==> src/rtl/logic_array_pkg.sv <==
// Shared op-code definitions for the pipelined bitwise logic array.
package logic_array_pkg;

    typedef logic [2:0] op_t;

    localparam op_t OP_NOR  = 3'b000;
    localparam op_t OP_OR   = 3'b001;
    localparam op_t OP_AND  = 3'b010;
    localparam op_t OP_NAND = 3'b011;
    localparam op_t OP_XOR  = 3'b100;
    localparam op_t OP_XNOR = 3'b101;
    localparam op_t OP_NOTA = 3'b110;
    localparam op_t OP_PASS = 3'b111;

endpackage

==> src/rtl/logic_array_alu.sv <==
// Combinational bitwise operator with all-zeros / all-ones detection.
module logic_array_alu
    import logic_array_pkg::*;
#(
    parameter int WIDTH = 16
) (
    input  logic [WIDTH-1:0] a_i,
    input  logic [WIDTH-1:0] b_i,
    input  op_t              op_i,
    output logic [WIDTH-1:0] res_o,
    output logic             zero_o,
    output logic             ones_o
);

    always_comb begin
        res_o = '0;
        case (op_i)
            OP_NOR:  res_o = ~(a_i | b_i);
            OP_OR:   res_o = a_i | b_i;
            OP_AND:  res_o = a_i & b_i;
            OP_NAND: res_o = ~(a_i & b_i);
            OP_XOR:  res_o = a_i ^ b_i;
            OP_XNOR: res_o = ~(a_i ^ b_i);
            OP_NOTA: res_o = ~a_i;
            default: res_o = a_i;
        endcase
    end

    // Flags derive from the same res_o that the top registers into out.
    assign zero_o = ~|res_o;
    assign ones_o = &res_o;

endmodule

==> src/rtl/logic_array_pipelined.sv <==
// Two-stage valid/ready pipeline around logic_array_alu with a handshake counter.
module logic_array_pipelined
    import logic_array_pkg::*;
#(
    parameter int WIDTH = 16,
    parameter int CNT_W = 16
) (
    input  logic             clk,
    input  logic             rst_n,
    input  logic             in_valid,
    output logic             in_ready,
    input  logic [WIDTH-1:0] a,
    input  logic [WIDTH-1:0] b,
    input  op_t              op,
    output logic             out_valid,
    input  logic             out_ready,
    output logic [WIDTH-1:0] out,
    output logic             out_zero,
    output logic             out_ones,
    output logic [CNT_W-1:0] op_count
);

    // Assert asynchronously, release two edges after rst_n rises.
    logic rst_meta_q, rst_sync_q;

    always_ff @(posedge clk or negedge rst_n) begin
        if (!rst_n) begin
            rst_meta_q <= 1'b0;
            rst_sync_q <= 1'b0;
        end else begin
            rst_meta_q <= 1'b1;
            rst_sync_q <= rst_meta_q;
        end
    end

    logic             rdy_en_q;
    logic [2:1]       vld_q, vld_d;
    logic [WIDTH-1:0] a_q, b_q, a_d, b_d;
    op_t              op_q, op_d;
    logic [WIDTH-1:0] res_q, res_d;
    logic             zero_q, zero_d, ones_q, ones_d;
    logic [CNT_W-1:0] cnt_q, cnt_d;

    logic [WIDTH-1:0] alu_res;
    logic             alu_zero, alu_ones;
    logic             s2_load, in_hs, out_hs;

    logic_array_alu #(.WIDTH(WIDTH)) u_alu (
        .a_i    (a_q),
        .b_i    (b_q),
        .op_i   (op_q),
        .res_o  (alu_res),
        .zero_o (alu_zero),
        .ones_o (alu_ones)
    );

    assign out_hs    = vld_q[2] & out_ready;
    assign s2_load   = ~vld_q[2] | out_hs;
    assign in_ready  = rdy_en_q & (~vld_q[1] | s2_load);
    assign in_hs     = in_valid & in_ready;

    always_comb begin
        vld_d  = vld_q;
        a_d    = a_q;
        b_d    = b_q;
        op_d   = op_q;
        res_d  = res_q;
        zero_d = zero_q;
        ones_d = ones_q;
        cnt_d  = cnt_q;
        if (in_ready) vld_d[1] = in_valid;
        if (in_hs) begin
            a_d  = a;
            b_d  = b;
            op_d = op;
        end
        if (s2_load) vld_d[2] = vld_q[1];
        // Result registers only move when a real transaction arrives, so a
        // drained S2 keeps showing the last value rather than junk.
        if (s2_load && vld_q[1]) begin
            res_d  = alu_res;
            zero_d = alu_zero;
            ones_d = alu_ones;
        end
        if (out_hs) cnt_d = cnt_q + CNT_W'(1);
    end

    always_ff @(posedge clk or negedge rst_sync_q) begin
        if (!rst_sync_q) begin
            rdy_en_q <= 1'b0;
            vld_q    <= '0;
            a_q      <= '0;
            b_q      <= '0;
            op_q     <= OP_NOR;
            res_q    <= '0;
            zero_q   <= 1'b0;
            ones_q   <= 1'b0;
            cnt_q    <= '0;
        end else begin
            rdy_en_q <= 1'b1;
            vld_q    <= vld_d;
            a_q      <= a_d;
            b_q      <= b_d;
            op_q     <= op_d;
            res_q    <= res_d;
            zero_q   <= zero_d;
            ones_q   <= ones_d;
            cnt_q    <= cnt_d;
        end
    end

    assign out_valid = vld_q[2];
    assign out       = res_q;
    assign out_zero  = zero_q;
    assign out_ones  = ones_q;
    assign op_count  = cnt_q;

endmodule

==> config.mk <==
export PLATFORM = sky130hd
export DESIGN_NAME = logic_array_pipelined
export DESIGN_NICKNAME = d
export VERILOG_FILES = /design/src/rtl/logic_array_pkg.sv /design/src/rtl/logic_array_alu.sv /design/src/rtl/logic_array_pipelined.sv
export SDC_FILE = /design/constraint.sdc
export NUM_CORES = 1
export LEC_CHECK = 0
export ABC_AREA = 1
export CAP_MARGIN = 20
export CORE_MARGIN = 2
export CORE_UTILIZATION = 40
export DETAILED_ROUTE_END_ITERATION = 7
export PLACE_DENSITY = 0.69
export SYNTH_ARGS = -nofsm -noshare
export SYNTH_HDL_FRONTEND = slang
export SYNTH_HIERARCHICAL = 1
export SYNTH_SLANG_ARGS = --single-unit
==> constraint.sdc <==
create_clock -name clk -period 2.9 [get_ports clk]
set_input_delay 0.29 -clock clk [delete_from_list [all_inputs] [get_ports clk]]
set_output_delay 0.29 -clock clk [all_outputs]
set_load 0.05 [all_outputs]
==> flow_summary.rst <==
.. list-table::
   :header-rows: 1

   * - Metric
     - Value
   * - Clock input transition at the sequential cells of the worst setup and hold paths
     - approximately 0.06 ns
   * - Proportion of synthesized chip area in sequential cells
     - 32.1%
   * - Area taken by multi-input logic gates
     - approximately 3300 um^2
   * - Total number of placement rows
     - 43
   * - Library cell with the largest summed area after synthesis
     - sky130_fd_sc_hd__dfrtp_1
   * - Global-route wire length before repair
     - 25700 um
   * - Top-Level Pins
     - 75
   * - Slew at the pin with the worst max-slew slack
     - 0.691 ns
   * - Area share of the leading cell type in the synthesized netlist
     - between 30% and 40%
   * - Area of the core
     - between 10000 and 15000 um^2
   * - Die boundary height
     - 124 um
   * - Worst-case vdd ir drop
     - roughly 0.31 mV
   * - Top cells by count, synth
     - 348 x sky130_fd_sc_hd__nand2_1, 107 x sky130_fd_sc_hd__nand3_1, 89 x sky130_fd_sc_hd__inv_1, 89 x sky130_fd_sc_hd__nor2_1, 74 x sky130_fd_sc_hd__dfrtp_1
   * - Register area
     - 1850 um^2
   * - Proportion of register bits with asynchronous set or reset after synthesis
     - 100%
   * - Result of the run
     - finished clean
   * - Diodes inserted
     - 0
   * - Post-layout instance count excluding filler cells
     - roughly 1100
   * - Fin. Hold Viols
     - 0
   * - Buffer depth of the longest clock path
     - 2
   * - Filler cell count in the final layout
     - about 1400
   * - Clock latency on the worst-skew pair
     - 0.35 ns
   * - Worst path max stage delay
     - 0.46 ns
   * - Final clock skew
     - 0.00531 ns
   * - Leakage power total
     - ~4 nW
   * - Most frequent cell after synthesis
     - sky130_fd_sc_hd__nand2_1
   * - Arrival time at the worst endpoint
     - about 2.5 ns
   * - Number of clock sinks
     - 74
   * - Pre-antenna DRT Iters
     - 5
   * - GRT overflow
     - 0
   * - Routed length per placed instance
     - 13.5 um
   * - CTS-repair resized insts
     - 0
   * - Number of H-tree levels
     - 3
   * - Final-stage net count
     - 1013
   * - Clock buffer count from CTS
     - 9
   * - Share of the core filled with cells in the final layout
     - 49.5%
   * - Post-synth design cell area
     - between 5000 and 6000 um^2
   * - Slowest CP cell
     - sky130_fd_sc_hd__dfrtp_1
   * - Final setup violation count
     - 0
   * - Routed vias
     - 5720
   * - Drt drc
     - 0
   * - Dominant cells by area after synthesis
     - sky130_fd_sc_hd__dfrtp_1 32%, sky130_fd_sc_hd__nand2_1 23%, sky130_fd_sc_hd__nand3_1 9.3%
   * - Path category of the worst min-delay check
     - input port to async pin
   * - Post-layout min period
     - 2.25 ns
   * - Critical-path maximum fanout
     - 16
   * - Primary FF master, synth
     - sky130_fd_sc_hd__dfrtp_1
   * - Effective utilization at floorplan
     - between 40% and 50%
   * - Critical path startpoint category
     - register
   * - Crit end category
     - register
   * - Via count of the first global-routing pass
     - 5216
   * - Number of max-slew violations in the final report
     - 0
   * - Cell chain of the critical path
     - inv_2, buf_4, nor3_2, nand2_1, nand2_1, nor2_1, nand3_1, nand2_1, nor2_1, nand2_1, nor2_1, nand3_1, nand2_1
   * - Data required time of the critical path
     - 3.18 ns
   * - Die span in x
     - 124 um
   * - Most repeated library cell on the critical path
     - sky130_fd_sc_hd__nand2_1
   * - Number of enable flip-flop cells after synthesis
     - 0
   * - Yosys synthesis warning count
     - 6
   * - Total Routed Length
     - roughly 15000 um
   * - GP Congestion
     - 0.911
   * - Number of storage elements in the synthesis netlist
     - 74
   * - Total global routing track utilization
     - 21.4%
   * - Count of hold buffers inserted by post-cts repair
     - 0
   * - Average cell area after synthesis
     - 6.56 um^2
   * - Starting DRC count in detailed routing
     - 493
   * - Half-perimeter wire length after detailed placement
     - 11400 um
   * - CTS root buf
     - sky130_fd_sc_hd__clkbuf_16
   * - Post-CTS setup-driven buffer insertion count
     - 0
   * - Number of instances in the placed design
     - 1110
   * - Crit share post-route
     - slightly below 80%
   * - Vias/cell
     - 5.08
   * - Max-capacitance violation count
     - 0
   * - Power density over the cells
     - 748 nW/um^2
   * - Rel. slew slack
     - a little over half
   * - Maximum number of pins on one net before global-route repair
     - 43
   * - Layout Area Growth over Synthesis
     - 20.0%
   * - Die ar.
     - around 15000 um^2
   * - FMAX
     - about 0.44 GHz
   * - Number of buffers inserted by port buffering
     - 74
   * - RSZ-0062 raised after global routing
     - no
   * - Number of instances in the synthesized netlist
     - 881
   * - Synth cell types
     - 28
   * - Share of post-route cells with drive strength above 1
     - 5.92%
   * - Clock tree from TritonCTS
     - built
   * - Worst Path Class, Setup
     - register to register
   * - Setup TNS after final layout
     - 0 ns
   * - DRT antenna net count
     - 0
   * - Initial antenna violation count
     - 0
   * - Count of cells along the worst register-to-register path
     - 13
worst max-delay path: cells and delay by family (launching register included):
kind,cells,cell delay (ns)
flip-flops,1,0.46
buffers and inverters,2,0.47
AND/OR/NAND/NOR,11,1.24
flip-flops by register name, summed over array words and instances, names as in the netlist:
register and count:
a_q 16, b_q 16, op_count 16, op_q 3, out 16, out_ones 1, out_zero 1, rdy_en_q 1
rst_meta_q 1, rst_sync_q 1, vld_q 2
kinds of logic (layout without fill, tap and decap cells):
| kind of cell | count (synthesis) | after routing | share of synthesized area [%] |
|---|---|---|---|
| other | 1 | 2 | 0.0649 |
| adders and majority gates | 33 | 33 | 7.15 |
| xor gates and xnor gates | 10 | 10 | 1.52 |
| AOI/OAI and AO/OA | 9 | 9 | 0.780 |
| DFF | 74 | 74 | 32.1 |
| and+or+nand+nor | 619 | 619 | 47.6 |
| buffers and inverters | 135 | 199 | 10.8 |
through the flow:
stage	hold WS (ns)	total power [mW]	setup WS, ns	cell area (um^2)
2_1_floorplan	-0.00559	3.29	0.687	5780
3_3_place_gp	0.331	4.02	0.726	6630
3_5_place_dp	0.335	4.04	0.731	6630
4_1_cts	0.0949	5.20	0.688	6930
5_1_grt	0.0993	5.56	0.477	6930
6_report	0.102	5.19	0.649	6930
final timing paths:
check | from | endpoint | slack (ns)
hold reg to reg | rst_sync_q | b_q[11] | 0.31
setup / recovery | op_q[0] | out_ones | 0.65
hold / removal | rst_n | rst_meta_q | 0.10
setup reg to reg | op_q[0] | out_ones | 0.65
min in group clk | rst_meta_q | rst_sync_q | 0.36
max in group asynchronous | rst_sync_q | out[10] | 1.93
layout by cell type, fill, tap and decap left out, drive strengths merged:
master         instances
nand2                352
nand3                110
inv                   94
nor2                  91
dfrtp                 74
clkdlybuf4s50         73
ha                    33
nand4                 33
nand3b                27
buf                   17
clkbuf                12
o21ai                  9
xor2                   7
nor3                   6
xnor2                  3
clkinv                 2
conb                   2
bufinv                 1
area by class of cell:
class	instances	share of cell area (%)
tap	180	3.25
timing repair buffer	90	12.9
multi-input combinational	673	47.6
clock inverter	4	0.704
sequential	74	26.7
inverter	93	5.04
clock buffer	12	3.70
routing by layer:
layer | track usage [%] | part of all wire, % | vias to the layer above
met5 | 0 | 0 | -
met4 | 8.01 | 2.2 | 0
met3 | 3.43 | 7.7 | 27
met2 | 32.3 | 43 | 227
met1 | 30.8 | 47 | 2560
li1 | - | - | 2906
report_power, final:
part / total [mW] / switching (mW) / internal [mW]
combinational: 2.52 / 1.65 / 0.870
sequential: 1.52 / 0.248 / 1.28
clock: 1.14 / 0.430 / 0.713
total: 5.19 / 2.33 / 2.86
Power figures use the tool's default switching activity.
